==> config.mk <==
export PLATFORM = sky130hd
export DESIGN_NAME = cpu_seq_flat
export DESIGN_NICKNAME = d
export VERILOG_FILES = /design/src/rtl/cpu_seq_if.sv /design/src/rtl/cpu_seq.sv /design/src/flat_wrapper.sv
export SDC_FILE = /design/constraint.sdc
export NUM_CORES = 1
export LEC_CHECK = 0
export CAP_MARGIN = 30
export CORE_MARGIN = 2
export CORE_UTILIZATION = 30
export DETAILED_ROUTE_END_ITERATION = 6
export GPL_TIMING_DRIVEN = 0
export PLACE_DENSITY = 0.63
export SETUP_SLACK_MARGIN = 0.15
export SLEW_MARGIN = 10
export SYNTH_ARGS = -nofsm -noshare
export SYNTH_HDL_FRONTEND = slang
export SYNTH_SLANG_ARGS = --single-unit
==> constraint.sdc <==
create_clock -name clk -period 2.7 [get_ports clk]
set_clock_uncertainty 0.2 [all_clocks]
set_input_delay 0.54 -clock clk [delete_from_list [all_inputs] [get_ports clk]]
set_output_delay 0.54 -clock clk [all_outputs]
set_load 0.03 [all_outputs]
==> src/rtl/cpu_seq_if.sv <==
// Bus bundle between the cpu_seq sequencer and its fetch unit, ALU and register file.
// The master modport is the sequencer side; the slave modport is the environment side.
interface cpu_seq_if;
    logic        ifu_req;
    logic [31:0] ifu_addr;
    logic        ifu_valid;
    logic [31:0] ifu_inst;
    logic [4:0]  alu_op;
    logic [31:0] imm;
    logic [31:0] pc;
    logic [4:0]  rs1_addr;
    logic [31:0] alu_next_pc;
    logic [31:0] alu_result;
    logic        rf_wen;
    logic [4:0]  rf_waddr;
    logic [31:0] rf_wdata;
    logic        halt;
    logic [1:0]  halt_code;
    logic [31:0] inst_cnt;

    modport master (
        output ifu_req, ifu_addr, alu_op, imm, pc, rs1_addr,
        output rf_wen, rf_waddr, rf_wdata, halt, halt_code, inst_cnt,
        input  ifu_valid, ifu_inst, alu_next_pc, alu_result
    );

    modport slave (
        input  ifu_req, ifu_addr, alu_op, imm, pc, rs1_addr,
        input  rf_wen, rf_waddr, rf_wdata, halt, halt_code, inst_cnt,
        output ifu_valid, ifu_inst, alu_next_pc, alu_result
    );
endinterface

==> src/rtl/cpu_seq.sv <==
// Multi-cycle instruction sequencer: fetch, decode/execute via an external ALU,
// register-file writeback, and a sticky halt on ebreak, illegal encoding or misaligned PC.
module cpu_seq #(
    parameter logic [31:0] RESET_PC = 32'h8000_0000
) (
    input  logic      clk,
    input  logic      rst_n,
    cpu_seq_if.master bus
);

    localparam logic [31:0] Ebreak = 32'h0010_0073;

    typedef enum logic [2:0] {StIdle, StFetch, StExec, StWb, StHalt} state_e;

    state_e      state_q, state_d;
    logic [31:0] pc_q, pc_d;
    logic [31:0] inst_q, inst_d;
    logic [31:0] cnt_q, cnt_d;
    logic [1:0]  code_q, code_d;
    logic [4:0]  op_q, op_d;
    logic [31:0] imm_q, imm_d;
    logic [31:0] res_q, res_d;
    logic [31:0] npc_q, npc_d;

    logic [4:0]  dec_op;
    logic [31:0] dec_imm;
    logic        exec_halt;

    // Decode straight from the fetch bus so alu_op/imm are registered on entry to EXEC.
    always_comb begin
        dec_op  = 5'b0;
        dec_imm = 32'b0;
        case (bus.ifu_inst[6:0])
            7'b0010111: begin
                dec_op  = 5'b00001;
                dec_imm = {bus.ifu_inst[31:12], 12'b0};
            end
            7'b0110111: begin
                dec_op  = 5'b00010;
                dec_imm = {bus.ifu_inst[31:12], 12'b0};
            end
            7'b1101111: begin
                dec_op  = 5'b00100;
                dec_imm = {{11{bus.ifu_inst[31]}}, bus.ifu_inst[31], bus.ifu_inst[19:12],
                           bus.ifu_inst[20], bus.ifu_inst[30:21], 1'b0};
            end
            7'b1100111: begin
                if (bus.ifu_inst[14:12] == 3'b000) begin
                    dec_op  = 5'b01000;
                    dec_imm = {{20{bus.ifu_inst[31]}}, bus.ifu_inst[31:20]};
                end
            end
            7'b0010011: begin
                if (bus.ifu_inst[14:12] == 3'b000) begin
                    dec_op  = 5'b10000;
                    dec_imm = {{20{bus.ifu_inst[31]}}, bus.ifu_inst[31:20]};
                end
            end
            default: ;
        endcase
    end

    assign exec_halt = (inst_q == Ebreak) || (op_q == 5'b0) || (bus.alu_next_pc[1:0] != 2'b00);

    always_ff @(posedge clk or negedge rst_n) begin
        if (!rst_n) begin
            state_q <= StIdle;
        end else begin
            state_q <= state_d;
        end
    end

    always_comb begin
        state_d = state_q;
        unique case (state_q)
            StIdle:  state_d = StFetch;
            StFetch: if (bus.ifu_valid) state_d = StExec;
            StExec:  state_d = exec_halt ? StHalt : StWb;
            StWb:    state_d = StFetch;
            StHalt:  state_d = StHalt;
            default: state_d = StIdle;
        endcase
    end

    always_comb begin
        pc_d   = pc_q;
        inst_d = inst_q;
        cnt_d  = cnt_q;
        code_d = code_q;
        op_d   = op_q;
        imm_d  = imm_q;
        res_d  = res_q;
        npc_d  = npc_q;
        case (state_q)
            StFetch: begin
                if (bus.ifu_valid) begin
                    inst_d = bus.ifu_inst;
                    op_d   = dec_op;
                    imm_d  = dec_imm;
                end
            end
            StExec: begin
                // Cause priority: ebreak, then illegal, then misaligned target.
                if (inst_q == Ebreak) begin
                    code_d = 2'b00;
                end else if (op_q == 5'b0) begin
                    code_d = 2'b01;
                end else if (bus.alu_next_pc[1:0] != 2'b00) begin
                    code_d = 2'b10;
                end else begin
                    res_d = bus.alu_result;
                    npc_d = bus.alu_next_pc;
                end
            end
            StWb: begin
                pc_d  = npc_q;
                cnt_d = cnt_q + 32'd1;
            end
            default: ;
        endcase
    end

    always_ff @(posedge clk or negedge rst_n) begin
        if (!rst_n) begin
            pc_q   <= RESET_PC;
            inst_q <= 32'b0;
            cnt_q  <= 32'b0;
            code_q <= 2'b00;
            op_q   <= 5'b0;
            imm_q  <= 32'b0;
            res_q  <= 32'b0;
            npc_q  <= 32'b0;
        end else begin
            pc_q   <= pc_d;
            inst_q <= inst_d;
            cnt_q  <= cnt_d;
            code_q <= code_d;
            op_q   <= op_d;
            imm_q  <= imm_d;
            res_q  <= res_d;
            npc_q  <= npc_d;
        end
    end

    always_comb begin
        bus.ifu_req   = (state_q == StFetch);
        bus.ifu_addr  = pc_q;
        bus.pc        = pc_q;
        bus.alu_op    = ((state_q == StExec) || (state_q == StWb)) ? op_q : 5'b0;
        bus.imm       = imm_q;
        bus.rs1_addr  = inst_q[19:15];
        bus.rf_waddr  = inst_q[11:7];
        bus.rf_wdata  = res_q;
        bus.rf_wen    = (state_q == StWb) && (inst_q[11:7] != 5'd0);
        bus.halt      = (state_q == StHalt);
        bus.halt_code = code_q;
        bus.inst_cnt  = cnt_q;
    end

endmodule

==> src/flat_wrapper.sv <==
// flat-port wrapper written by rule: the top's interface ports become plain ports
module cpu_seq_flat 
#(
    parameter logic [31:0] RESET_PC = 32'h8000_0000
)
  (clk, rst_n, bus_ifu_req, bus_ifu_addr, bus_alu_op, bus_imm, bus_pc, bus_rs1_addr, bus_rf_wen, bus_rf_waddr, bus_rf_wdata, bus_halt, bus_halt_code, bus_inst_cnt, bus_ifu_valid, bus_ifu_inst, bus_alu_next_pc, bus_alu_result);
  cpu_seq_if bus_i ();
  input  logic clk;
  input  logic rst_n;
  output wire logic [$bits(bus_i.ifu_req)-1:0] bus_ifu_req;
  output wire logic [$bits(bus_i.ifu_addr)-1:0] bus_ifu_addr;
  output wire logic [$bits(bus_i.alu_op)-1:0] bus_alu_op;
  output wire logic [$bits(bus_i.imm)-1:0] bus_imm;
  output wire logic [$bits(bus_i.pc)-1:0] bus_pc;
  output wire logic [$bits(bus_i.rs1_addr)-1:0] bus_rs1_addr;
  output wire logic [$bits(bus_i.rf_wen)-1:0] bus_rf_wen;
  output wire logic [$bits(bus_i.rf_waddr)-1:0] bus_rf_waddr;
  output wire logic [$bits(bus_i.rf_wdata)-1:0] bus_rf_wdata;
  output wire logic [$bits(bus_i.halt)-1:0] bus_halt;
  output wire logic [$bits(bus_i.halt_code)-1:0] bus_halt_code;
  output wire logic [$bits(bus_i.inst_cnt)-1:0] bus_inst_cnt;
  input wire logic [$bits(bus_i.ifu_valid)-1:0] bus_ifu_valid;
  input wire logic [$bits(bus_i.ifu_inst)-1:0] bus_ifu_inst;
  input wire logic [$bits(bus_i.alu_next_pc)-1:0] bus_alu_next_pc;
  input wire logic [$bits(bus_i.alu_result)-1:0] bus_alu_result;
  assign bus_ifu_req = bus_i.ifu_req;
  assign bus_ifu_addr = bus_i.ifu_addr;
  assign bus_alu_op = bus_i.alu_op;
  assign bus_imm = bus_i.imm;
  assign bus_pc = bus_i.pc;
  assign bus_rs1_addr = bus_i.rs1_addr;
  assign bus_rf_wen = bus_i.rf_wen;
  assign bus_rf_waddr = bus_i.rf_waddr;
  assign bus_rf_wdata = bus_i.rf_wdata;
  assign bus_halt = bus_i.halt;
  assign bus_halt_code = bus_i.halt_code;
  assign bus_inst_cnt = bus_i.inst_cnt;
  assign bus_i.ifu_valid = bus_ifu_valid;
  assign bus_i.ifu_inst = bus_ifu_inst;
  assign bus_i.alu_next_pc = bus_alu_next_pc;
  assign bus_i.alu_result = bus_alu_result;
  cpu_seq #(.RESET_PC(RESET_PC)) u_core (.clk(clk), .rst_n(rst_n), .bus(bus_i));
endmodule
==> summary.txt, run 1 <==
Global route
  • Vias in the first global route: 7568
  • Leftover overflow at the end of global routing: 0
  • Initial antenna violation count: 3
  • Wire length of the first global-routing pass: 43150 um
  • Largest net degree at the start of global routing: a little over 80
  • Total Routing Usage GR: 0.1733

Cells and area
  • Share of the core filled with cells in the final layout: 0.4465
  • Fin area: 13200 sq um
  • Number of nets in the layout: 1271
  • Commonest cells after routing, fill and taps aside: sky130_fd_sc_hd__clkdlybuf4s50_1, sky130_fd_sc_hd__dfrtp_1, sky130_fd_sc_hd__nand2_1, sky130_fd_sc_hd__o21ai_0, sky130_fd_sc_hd__inv_1
  • Area growth, synth to finish: 47.04%
  • Count of non-filler cells in the finished layout: roughly 1600
  • Fillers: 2805
  • Commonest non-fill, non-tap cell in the layout: sky130_fd_sc_hd__clkdlybuf4s50_1
  • Share of cells above drive strength 1: 0.1544

Drt
  • DRC Markers: 0
  • Detailed-router iteration count before antenna repair: 4
  • Total Wirelength: 27420 um
  • Routed vias: approximately 7600
  • Per-cell via count in the routed design: 4.806
  • Drt first-iter violations: between 300 and 400
  • Post-route ant nets: 0
  • Average detailed-routed wire length per instance: about 17 um

Floorplanning
  • Die Y: roughly 180 um
  • Horiz. Die Dim: 177.0 um
  • Core Box Area: ~30000 sq um
  • Site row count: 63
  • Die area: 31320 sq um
  • Starting Density: 0.3037
  • Number of I/O pins: 279

Clocking
  • Clk pin slew, worst setup/hold paths: 0.06 ns
  • Total number of clock tree sinks: slightly above 200
  • Latest clock arrival within the worst-skew pair: 0.50 ns
  • Maximum root-to-sink buffer count: 3
  • TritonCTS clock tree: done
  • Level count of the clock H-tree: 1
  • Root cell of the clock tree: sky130_fd_sc_hd__clkbuf_16
  • Number of buffers created by CTS: 23

STA
  • Final number of hold-violating endpoints: 0
  • WHS: 0.2712 ns
  • Setup violators final: 0
  • Post-route fraction of the period consumed by the critical path: 0.9267
  • Final worst setup slack: 0.1980 ns
  • Slew margin rel.: 0.4623
  • Transition time at the pin with the least slew margin: 0.7999 ns
  • Post-Route Setup TNS: 0 ns
  • RSZ-0062 raised after global routing: yes
  • Number of slew-limit violations in the final report: 0
  • Fmax: 399.7 MHz
  • Minimum clock period: roughly 2.5 ns

Synth
  • Share of cell area taken by muxes after synthesis: 0.04140
  • Post-synthesis xor/xnor area fraction: 0.03025
  • Synth Area in Compound Gates: 0.1514
  • Sequential cell area fraction in the yosys report: 0.5633
  • Avg Cell Area, Syn: 10.47 sq um
  • Post-Synthesis Cell Area: about 9000 sq um
  • Dominant combinational cell family by area after synthesis: compound AO/OA/AOI/OAI gates
  • Most used flip-flop cell after synthesis: sky130_fd_sc_hd__dfrtp_1
  • Synthesized-area fraction occupied by adder cells: 0.001394
  • Ys Warns: 0
  • Count of flip-flops with a built-in enable after synthesis: 0
  • Post-synthesis share of cell area spent on and, or, nand and nor gates: 0.1196
  • Gate count after technology mapping: 857
  • Flop and latch count out of synthesis: 202
  • Yosys cell types: 50
  • Post-synthesis net count: 957
  • Share of flip-flops with an asynchronous set or reset: 1.000

Hold path
  • Class of the most critical hold timing path: register to register
  • Endpoint of the worst hold path: u_core.inst_q[4]$_DFFE_PN0P_
  • Number of cells traversed by the worst hold path: 2
  • Hold path start: u_core.inst_q[4]$_DFFE_PN0P_

Place
  • Detailed placer's ending HPWL: 19720 um
  • Final weighted congestion in routability-driven placement: 0.7838
  • Setup WS pre-CTS: -0.8124 ns
  • Standard cell area after detailed placement: 12310 sq um
  • Quantity of I/O buffers inserted on ports: between 200 and 300
  • Count of placed standard cells including taps: 1527

Worst setup path
  • Worst endpoint required time: 1.96 ns
  • Startpoint kind of the worst setup timing path: register
  • Setup slack, reg-to-reg: approximately 0.34 ns
  • Capture point of the worst reg-to-reg path: u_core.state_q[1]$_DFFE_PN0P_
  • Reg2reg path depth: 8
  • Slowest stage cell, crit path: sky130_fd_sc_hd__or4_4
  • Arrival time at the worst endpoint: 1.76 ns
  • Reg-to-reg startpoint: u_core.inst_q[10]$_DFFE_PN0P_
  • Critical path's largest stage delay: 0.56 ns
  • Ordered cell list for the critical path: or4_4 > nor2_4 > nor2_1 > buf_4
  • Critical-path maximum fanout: 2
  • Start-to-end type of the worst setup path: register to output port
  • Sort of element at the end of the critical path: output port

Power and ir drop
  • Leakage power: between 6 and 7 nW
  • Areal power density over the cells: 492.9 nW/um^2
  • Peak ir drop on the vdd network: around 0.34 mV
  • Power consumption: about 6.5 mW

Status
  • Run status: complete, no violations

Run
  • Count of maximum capacitance violations: 0
-- logic make-up (layout without fill, tap and decap cells) --
kind of cell    Yosys count  in the layout
mux                      33             33
buf+inv                 165            493
flops                   202            202
fa+ha+maj                 1              1
xor+xnor                 31             31
compound gates          203            203
simple gates            222            222
other cells               0              1
-- what timing repair did --
item,4_1_cts,5_1_grt
hold endpoints to repair,55,0
resized for setup,51,16
setup endpoints to repair,75,37
hold buffers,1,0
setup buffers,2,6
pin swaps,2,3
-- synthesized netlist by cell type (3+ instances only) --
| cell | n | share of area |
|---|---|---|
| sky130_fd_sc_hd__a21oi_1 | 33 | 0.018 |
| sky130_fd_sc_hd__a22o_1 | 11 | 0.011 |
| sky130_fd_sc_hd__and2_1 | 6 | 0.0042 |
| sky130_fd_sc_hd__and3_1 | 6 | 0.0042 |
| sky130_fd_sc_hd__and4_1 | 6 | 0.0059 |
| sky130_fd_sc_hd__buf_2 | 26 | 0.014 |
| sky130_fd_sc_hd__buf_4 | 42 | 0.035 |
| sky130_fd_sc_hd__buf_6 | 3 | 0.0038 |
| sky130_fd_sc_hd__clkbuf_1 | 29 | 0.012 |
| sky130_fd_sc_hd__dfrtp_1 | 201 | 0.56 |
| sky130_fd_sc_hd__inv_1 | 65 | 0.027 |
| sky130_fd_sc_hd__mux2_2 | 33 | 0.041 |
| sky130_fd_sc_hd__nand2_1 | 121 | 0.051 |
| sky130_fd_sc_hd__nand3_1 | 18 | 0.010 |
| sky130_fd_sc_hd__nand3b_1 | 3 | 0.0025 |
| sky130_fd_sc_hd__nand4_1 | 10 | 0.0070 |
| sky130_fd_sc_hd__nor2_1 | 23 | 0.0096 |
| sky130_fd_sc_hd__nor2b_1 | 3 | 0.0021 |
| sky130_fd_sc_hd__nor4_1 | 6 | 0.0042 |
| sky130_fd_sc_hd__o21ai_0 | 74 | 0.041 |
| sky130_fd_sc_hd__o21ai_1 | 9 | 0.0050 |
| sky130_fd_sc_hd__o31ai_1 | 3 | 0.0025 |
| sky130_fd_sc_hd__o32ai_1 | 62 | 0.060 |
| sky130_fd_sc_hd__or2_2 | 3 | 0.0021 |
| sky130_fd_sc_hd__xnor2_1 | 28 | 0.027 |
| sky130_fd_sc_hd__xor2_1 | 3 | 0.0029 |
-- worst max path at each step --
| stage | from | end | cells after the start |
|---|---|---|---|
| 2_1_floorplan | u_core.state_q[2]$_DFFE_PN0P_ | bus_rf_wen | 5 |
| 3_3_place_gp | rst_n | u_core.bus.ifu_addr[9]$_DFFE_PN0P_ | 1 |
| 3_5_place_dp | u_core.state_q[1]$_DFFE_PN0P_ | bus_rf_wen | 6 |
| 4_1_cts | u_core.state_q[1]$_DFFE_PN0P_ | bus_rf_wen | 6 |
| 5_1_grt | u_core.inst_q[10]$_DFFE_PN0P_ | bus_rf_wen | 4 |
| 6_report | u_core.inst_q[10]$_DFFE_PN0P_ | bus_rf_wen | 4 |
-- state kept, by name, summed over array words and instances, names as in the netlist --
signal and flops:
u_core.bus.halt_code 2, u_core.bus.rf_wdata 32, u_core.npc_q 32, u_core.bus.imm 32
u_core.bus.inst_cnt 32, u_core.inst_q 32, u_core.state_q 3, u_core.op_q 5
u_core.bus.ifu_addr 32
-- layer usage --
layer | up-vias | global-route usage | part of all wire
met5 | - | 0 | 0.00095
met3 | 53 | 0.04274 | 0.072
li1 | 3577 | - | -
met2 | 236 | 0.2834 | 0.47
met1 | 3704 | 0.2304 | 0.44
met4 | 4 | 0.04236 | 0.022
-- cell type report --
| class | count | area (sq um) | area share |
|---|---|---|---|
| antenna | 1 | 2.502 | 0.0001896 |
| buffer | 100 | 608.1 | 0.04607 |
| clock buffer | 30 | 641.9 | 0.04863 |
| clock inverter | 9 | 128.9 | 0.009764 |
| inverter | 65 | 244.0 | 0.01849 |
| multi-input combinational | 490 | 3134 | 0.2375 |
| sequential | 202 | 5057 | 0.3832 |
| tap | 390 | 488.0 | 0.03697 |
| timing repair buffer | 289 | 2894 | 0.2193 |
-- power by group --
part           internal (mW)  switching [mW]  leakage (nW)  total [mW]
combinational          0.145           0.121          2.86       0.266
sequential              3.03               0          2.80        3.03
clock                   1.95            1.26         0.374        3.21
total                   5.13            1.38          6.04        6.51
-- worst max-delay path, delay by kind of cell, from the launching register on --
| kind | cells | cell delay, ns |
|---|---|---|
| buf+inv | 1 | 0.17 |
| flops | 1 | 0.37 |
| simple gates | 3 | 0.72 |
No activity file was read; power rests on OpenSTA's default activity.
==> inputs of run 2 (changes only) <==
--- a/config.mk
+++ b/config.mk
@@ -5,14 +5,12 @@
 export SDC_FILE = /design/constraint.sdc
 export NUM_CORES = 1
 export LEC_CHECK = 0
-export CAP_MARGIN = 30
 export CORE_MARGIN = 2
 export CORE_UTILIZATION = 30
 export DETAILED_ROUTE_END_ITERATION = 6
 export GPL_TIMING_DRIVEN = 0
 export PLACE_DENSITY = 0.63
 export SETUP_SLACK_MARGIN = 0.15
-export SLEW_MARGIN = 10
 export SYNTH_ARGS = -nofsm -noshare
 export SYNTH_HDL_FRONTEND = slang
 export SYNTH_SLANG_ARGS = --single-unit
==> run 2 against run 1 <==
  * Sequential cell count unchanged
  * Critical path type unchanged
  * Critical path depth decreased by 1
  * Cell area about the same
  * Non-clock buffer count decreased by 1
  * Highest routed layer unchanged
  * Register-to-register slack got worse by 0.06 ns
==> summary.txt, run 2 (synthesis results as in run 1) <==
Status
  • Run status: complete, no violations

Cells and area
  • Fillers: 2839 (+1.2%)
  • Footprint of the multi-input gates: 3133 sq um (about the same)
  • Share of cells above drive strength 1: 0.1533 (-0.001103)
  • Number of nets in the layout: 1271 (unchanged)
  • Fin area: 13190 sq um (about the same)
  • Storage element area: 5059 sq um (about the same)
  • Area growth, synth to finish: 46.91% (about the same)
  • Commonest non-fill, non-tap cell in the layout: sky130_fd_sc_hd__clkdlybuf4s50_1
  • Commonest cells after routing, fill and taps aside: sky130_fd_sc_hd__clkdlybuf4s50_1, sky130_fd_sc_hd__dfrtp_1, sky130_fd_sc_hd__nand2_1, sky130_fd_sc_hd__o21ai_0, sky130_fd_sc_hd__inv_1

Floorplanning
  • Horiz. Die Dim: 177.0 um (unchanged)
  • Number of I/O pins: 279 (unchanged)
  • Core Box Area: 29560 sq um (unchanged)
  • Die area: 31320 sq um (unchanged)
  • Starting Density: 0.3037 (unchanged)
  • Die Y: 177.0 um (unchanged)
  • Site row count: 63 (unchanged)

Run
  • Count of maximum capacitance violations: 0 (unchanged)

Global route
  • Leftover overflow at the end of global routing: 0 (unchanged)
  • Largest net degree at the start of global routing: 111 (+34%)
  • Wire length of the first global-routing pass: 42940 um (-0.50%)
  • Total Routing Usage GR: 0.1722 (-0.001032)
  • Vias in the first global route: 7621 (+0.70%)
  • Initial antenna violation count: 3 (unchanged)

STA
  • Transition time at the pin with the least slew margin: 0.7584 ns (-0.04154 ns)
  • Slew margin rel.: 0.4902 (+0.02792)
  • Final number of hold-violating endpoints: 0 (unchanged)
  • RSZ-0062 raised after global routing: yes
  • Number of slew-limit violations in the final report: 0 (unchanged)
  • Post-Route Setup TNS: 0 ns (unchanged)
  • Post-route fraction of the period consumed by the critical path: 0.9325 (+0.005842)
  • Setup violators final: 0 (unchanged)
  • WHS: 0.2673 ns (-0.003902 ns)
  • Fmax: 397.2 MHz (-0.63%)
  • Minimum clock period: 2.518 ns (+0.01577 ns)
  • Final worst setup slack: 0.1823 ns (-0.01577 ns)

Worst setup path
  • Startpoint kind of the worst setup timing path: register
  • Start-to-end type of the worst setup path: register to output port
  • Critical-path maximum fanout: 3 (+1)
  • Setup slack, reg-to-reg: 0.28 ns (-0.06 ns)
  • Arrival time at the worst endpoint: 1.78 ns (+0.02 ns)
  • Sort of element at the end of the critical path: output port
  • Worst endpoint required time: 1.96 ns (about the same)

Clocking
  • Clk pin slew, worst setup/hold paths: 0.06 ns (about the same)
  • Root cell of the clock tree: sky130_fd_sc_hd__clkbuf_16
  • Level count of the clock H-tree: 1 (unchanged)
  • Number of buffers created by CTS: 24 (+4.3%)
  • TritonCTS clock tree: done
  • Total number of clock tree sinks: 202 (unchanged)
  • Maximum root-to-sink buffer count: 3 (unchanged)
  • Latest clock arrival within the worst-skew pair: 0.52 ns (+0.02 ns)

Drt
  • Total Wirelength: 27430 um (about the same)
  • Average detailed-routed wire length per instance: 17.38 um (-0.11%)
  • Per-cell via count in the routed design: 4.781 (-0.51%)
  • Routed vias: 7545 (-0.38%)
  • Detailed-router iteration count before antenna repair: 4 (unchanged)
  • Drt first-iter violations: 432 (+20%)
  • DRC Markers: 0 (unchanged)
  • Post-route ant nets: 0 (unchanged)

Place
  • Quantity of I/O buffers inserted on ports: 278 (unchanged)
  • Final weighted congestion in routability-driven placement: 0.7838 (unchanged)
  • Detailed placer's ending HPWL: 19470 um (-1.3%)
  • Setup WS pre-CTS: -0.7837 ns (+0.02874 ns)
  • Standard cell area after detailed placement: 12280 sq um (-0.22%)

Power and ir drop
  • Areal power density over the cells: 494.3 nW/um^2 (+0.29%)
  • Internal power: 5.116 mW (-0.19%)
  • Net switching share of the total power: 0.2152 (+0.002975)
  • Power consumption: 6.519 mW (+0.19%)
  • Net switching power: 1.403 mW (+1.6%)
  • Peak ir drop on the vdd network: 0.3546 mV (+4.7%)
  • Seq pwr share: 0.465 (about the same)
  • Leakage power: 6.040 nW (about the same)
  • Logic pwr share: 0.040 (about the same)
  • Clock share of power: 0.496 (+0.002)

Hold path
  • Class of the most critical hold timing path: register to register
-- run 2: metrics by stage --
stage	instances	utilization
global route	1578	0.4461
finish	1578	0.4461
detailed placement	1526	0.4154
floorplan	857	-
global placement	1525	0.4143
CTS	1571	0.4433
-- run 2: repair_timing --
item                       in CTS  in global routing
setup buffers                   2                  6
setup endpoints to repair      45                 35
resized for setup              53                 12
pin swaps                       2                  3
hold buffers                    1                  0
hold endpoints to repair       92                  0
-- run 2: layout make-up --
class | instances | area share
Sequential cell | 202 | 0.3836
Multi-Input combinational cell | 490 | 0.2376
Timing Repair Buffer | 288 | 0.2175
Clock buffer | 37 | 0.05541
Buffer | 100 | 0.04611
Tap cell | 390 | 0.03701
Inverter | 65 | 0.01850
Clock inverter | 5 | 0.004080
Antenna cell | 1 | 0.0001898
-- run 2: path summary, 6_finish.rpt --
| path | startpoint | to | cells after the start |
|---|---|---|---|
| max | u_core.inst_q[9]$_DFFE_PN0P_ | bus_rf_waddr[2] | 3 |
| min | u_core.inst_q[0]$_DFFE_PN0P_ | u_core.inst_q[0]$_DFFE_PN0P_ | 2 |
| max reg2reg | u_core.inst_q[13]$_DFFE_PN0P_ | u_core.bus.rf_wdata[6]$_DFFE_PN0P_ | 7 |
| min reg2reg | u_core.inst_q[0]$_DFFE_PN0P_ | u_core.inst_q[0]$_DFFE_PN0P_ | 2 |
| max in group asynchronous | rst_n | u_core.npc_q[20]$_DFFE_PN0P_ | 3 |
| min in group asynchronous | rst_n | u_core.bus.imm[24]$_DFFE_PN0P_ | 2 |
-- run 2: worst max-delay path, stage by stage (launching register included) --
cell and delay [ns]:
sky130_fd_sc_hd__dfrtp_1 0.38, sky130_fd_sc_hd__buf_4 0.12, sky130_fd_sc_hd__buf_4 0.08, sky130_fd_sc_hd__clkdlybuf4s50_1 0.68
-- run 2: power groups by stage --
stage | clock [mW] | sequential (mW) | combinational [mW]
6_report | 3.23 | 3.03 | 0.260
4_1_cts | 3.31 | 3.03 | 0.267
2_1_floorplan | 0 | 3.08 | 0.0285
3_5_place_dp | 0 | 3.08 | 0.264
3_3_place_gp | 0 | 3.09 | 0.258
5_1_grt | 3.45 | 3.03 | 0.289
-- run 2: metal layers --
metal	GRT usage	vias to the layer above	wire length (um)
met3	0.04360	42	1830
met2	0.2777	236	12780
met1	0.2302	3681	12170
met5	0	-	25
li1	-	3582	-
met4	0.04580	4	629
==> inputs of run 3 (changes only) <==
--- a/config.mk
+++ b/config.mk
@@ -5,11 +5,10 @@
 export SDC_FILE = /design/constraint.sdc
 export NUM_CORES = 1
 export LEC_CHECK = 0
-export CORE_MARGIN = 2
-export CORE_UTILIZATION = 30
+export CORE_UTILIZATION = 47
 export DETAILED_ROUTE_END_ITERATION = 6
 export GPL_TIMING_DRIVEN = 0
-export PLACE_DENSITY = 0.63
+export PLACE_DENSITY = 0.88
 export SETUP_SLACK_MARGIN = 0.15
 export SYNTH_ARGS = -nofsm -noshare
 export SYNTH_HDL_FRONTEND = slang
==> constraint.sdc (replaced) <==
create_clock -name clk -period 2.7 [get_ports clk]
set_clock_uncertainty 0.2 [all_clocks]
set_input_delay 0.54 -clock clk [delete_from_list [all_inputs] [get_ports clk]]
set_output_delay 0.54 -clock clk [all_outputs]
set_load 0.005 [all_outputs]
==> run 3 against run 2 <==
  * Setup slack better by 0.019 ns
  * Clock power about the same
  * Sequential share of layout area up 0.54 points
  * Critical path type unchanged
  * Largest power group unchanged
  * Highest routed layer is now met4
==> summary.txt, run 3 (synthesis results as in run 1) <==
Status
  • Run status: complete, no violations

Floorplanning
  • Horiz. Die Dim: 140.2 um (-21%)
  • Die Y: 140.2 um (-21%)
  • Site row count: 50 (-21%)
  • Number of I/O pins: 279 (unchanged)
  • Die area: 19650 sq um (-37%)
  • Starting Density: 0.4799 (+0.1762)
  • Core Box Area: 18710 sq um (-37%)

Cells and area
  • Share of the core filled with cells in the final layout: 0.6950 (+0.2489)
  • Antenna Cells: 0 (-1)
  • Commonest non-fill, non-tap cell in the layout: sky130_fd_sc_hd__clkdlybuf4s50_1
  • Fin area: 13000 sq um (-1.4%)
  • Commonest cells after routing, fill and taps aside: sky130_fd_sc_hd__clkdlybuf4s50_1, sky130_fd_sc_hd__dfrtp_1, sky130_fd_sc_hd__nand2_1, sky130_fd_sc_hd__o21ai_0, sky130_fd_sc_hd__inv_1
  • Footprint of the multi-input gates: 3114 sq um (-0.60%)
  • Share of cells above drive strength 1: 0.1409 (-0.01240)
  • Storage element area: 5057 sq um (about the same)
  • Fillers: 1357 (-52%)
  • Area growth, synth to finish: 44.83%
  • Number of nets in the layout: 1269 (-0.16%)

Worst setup path
  • Worst endpoint required time: 1.96 ns (about the same)
  • Start-to-end type of the worst setup path: register to output port
  • Critical-path maximum fanout: 3 (unchanged)
  • Setup slack, reg-to-reg: 0.23 ns (-0.05 ns)
  • Arrival time at the worst endpoint: 1.76 ns (-0.02 ns)
  • Critical path's largest stage delay: 0.53 ns (-0.15 ns)
  • Reg2reg path depth: 5 (-2)
  • Delay-heaviest family, CP: simple AND/OR/NAND/NOR gates
  • Capture point of the worst reg-to-reg path: u_core.bus.rf_wdata[27]$_DFFE_PN0P_
  • Reg-to-reg startpoint: u_core.op_q[0]$_DFFE_PN0P_
  • Ordered cell list for the critical path: or4_4 > nor2_4 > nor2_1 > clkbuf_2
  • Sort of element at the end of the critical path: output port
  • Startpoint kind of the worst setup timing path: register
  • Buffer and inverter count on the worst path: 1 (-2)
  • Slowest stage cell, crit path: sky130_fd_sc_hd__or4_4

Drt
  • Highest routed layer: met4
  • DRC Markers: 0 (unchanged)
  • Wire length on met2: 13030 um (+2.0%)
  • Routed vias: 7829 (+3.8%)
  • Routed length on met3: 1940 um (+6.0%)
  • Drt first-iter violations: 386 (-11%)
  • Per-cell via count in the routed design: 5.517 (+15%)
  • Total Wirelength: 26010 um (-5.2%)
  • Met1 Routed Length: 10120 um (-17%)
  • Post-route ant nets: 0 (unchanged)
  • Detailed-router iteration count before antenna repair: 6 (+2)
  • Average detailed-routed wire length per instance: 18.33 um (+5.5%)

Power and ir drop
  • Peak ir drop on the vdd network: 0.4585 mV (+29%)
  • Leakage power: 6.035 nW (about the same)
  • Areal power density over the cells: 499.8 nW/um^2 (+1.1%)

STA
  • Post-route fraction of the period consumed by the critical path: 0.9253 (-0.007176)
  • Slew margin rel.: 0.4935 (+0.003297)
  • Setup violators final: 0 (unchanged)
  • Final number of hold-violating endpoints: 0 (unchanged)
  • Fmax: 400.3 MHz (+0.78%)
  • RSZ-0062 raised after global routing: yes
  • Number of slew-limit violations in the final report: 0 (unchanged)
  • Final worst setup slack: 0.2016 ns (+0.01937 ns)
  • Minimum clock period: 2.498 ns (-0.01937 ns)
  • Transition time at the pin with the least slew margin: 0.7535 ns (-0.004904 ns)

Clocking
  • Clk pin slew, worst setup/hold paths: 0.06 ns (about the same)
  • Root cell of the clock tree: sky130_fd_sc_hd__clkbuf_16
  • Latest clock arrival within the worst-skew pair: 0.49 ns (-0.03 ns)
  • Maximum root-to-sink buffer count: 3 (unchanged)
  • Number of buffers created by CTS: 22 (-8.3%)
  • Total number of clock tree sinks: 202 (unchanged)
  • Level count of the clock H-tree: 1 (unchanged)
  • TritonCTS clock tree: done

Global route
  • Wire length of the first global-routing pass: 41720 um (-2.8%)
  • Largest net degree at the start of global routing: 73 (-34%)
  • Vias in the first global route: 7980 (+4.7%)
  • Initial antenna violation count: 0 (-3)
  • Leftover overflow at the end of global routing: 0 (unchanged)
  • Total Routing Usage GR: 0.2666 (+0.09441)

Place
  • Final weighted congestion in routability-driven placement: 0.8750 (+12%)
  • Setup WS pre-CTS: -0.4263 ns (+0.3573 ns)
  • Standard cell area after detailed placement: 12110 sq um (-1.4%)
  • Quantity of I/O buffers inserted on ports: 278 (unchanged)
  • Detailed placer's ending HPWL: 18700 um (-4.0%)

Hold path
  • Number of cells traversed by the worst hold path: 2 (unchanged)
  • Class of the most critical hold timing path: register to register
  • Endpoint of the worst hold path: u_core.inst_q[6]$_DFFE_PN0P_
  • Hold path start: u_core.inst_q[6]$_DFFE_PN0P_

Run
  • Count of maximum capacitance violations: 0 (unchanged)
[run 3: worst reg2reg max path, delay by kind of cell (launching register included)]
family / cells / cell delay [ns]
AND/OR/NAND/NOR: 1 / 0.61
AO/OA/AOI/OAI: 2 / 0.37
buffers and inverters: 2 / 0.74
flip-flops: 1 / 0.40
[run 3: area by class of cell]
cell class	instances	share of cell area
flip-flops and latches	202	0.3890
clock buffers	35	0.05005
clock inverters	5	0.009817
well taps	234	0.02252
inverters	65	0.01877
plain buffers	100	0.04755
multi-input cells	490	0.2396
repair buffers	288	0.2227
[run 3: stage by stage]
| stage | cells | hold slack, ns | TNS [ns] | total power, mW |
|---|---|---|---|---|
| detailed placement | 1371 | 0.2573 | -7.776 | 3.349 |
| global placement | 1369 | 0.2498 | -1505.02 | 3.337 |
| CTS | 1418 | 0.2721 | 0 | 6.553 |
| global route | 1419 | 0.2946 | 0 | 6.697 |
| floorplan | 857 | 0.04441 | 0 | 3.112 |
| finish | 1419 | 0.2694 | 0 | 6.497 |
[run 3: how the worst max path moves through the flow]
stage	start	endpoint	slack, ns	depth (start not counted)
floorplan	bus_ifu_inst[5]	u_core.bus.imm[19]$_DFFE_PN0P_	0.61	4
global placement	rst_n	u_core.bus.ifu_addr[11]$_DFFE_PN0P_	-7.46	1
detailed placement	u_core.state_q[2]$_DFFE_PN0P_	bus_rf_wen	-0.43	6
CTS	u_core.inst_q[9]$_DFFE_PN0P_	bus_rf_wen	0.03	4
global route	u_core.inst_q[8]$_DFFE_PN0P_	bus_rf_wen	0.14	4
finish	u_core.inst_q[8]$_DFFE_PN0P_	bus_rf_wen	0.20	4
[run 3: report_power, final]
| group | total, mW | internal (mW) | switching, mW |
|---|---|---|---|
| logic | 0.266 | 0.145 | 0.121 |
| clock network | 3.20 | 2.03 | 1.17 |
| registers | 3.03 | 3.03 | 0 |
[run 3: layer usage]
| metal | GRT usage | vias up |
|---|---|---|
| met3 | 0.04513 | 75 |
| met1 | 0.3292 | 3819 |
| met4 | 0.09543 | 0 |
| met5 | 0 | - |
| met2 | 0.4708 | 371 |
| li1 | - | 3564 |
[run 3: repair_timing]
| item | CTS | global route |
|---|---|---|
| buffers inserted | 6 | 1 |
| hold buffers | 1 | 0 |
| endpoints found under the setup margin | 9 | 2 |
| endpoints found under the hold margin | 60 | 0 |
| pin swaps | 2 | 0 |
| resized for setup | 24 | 6 |
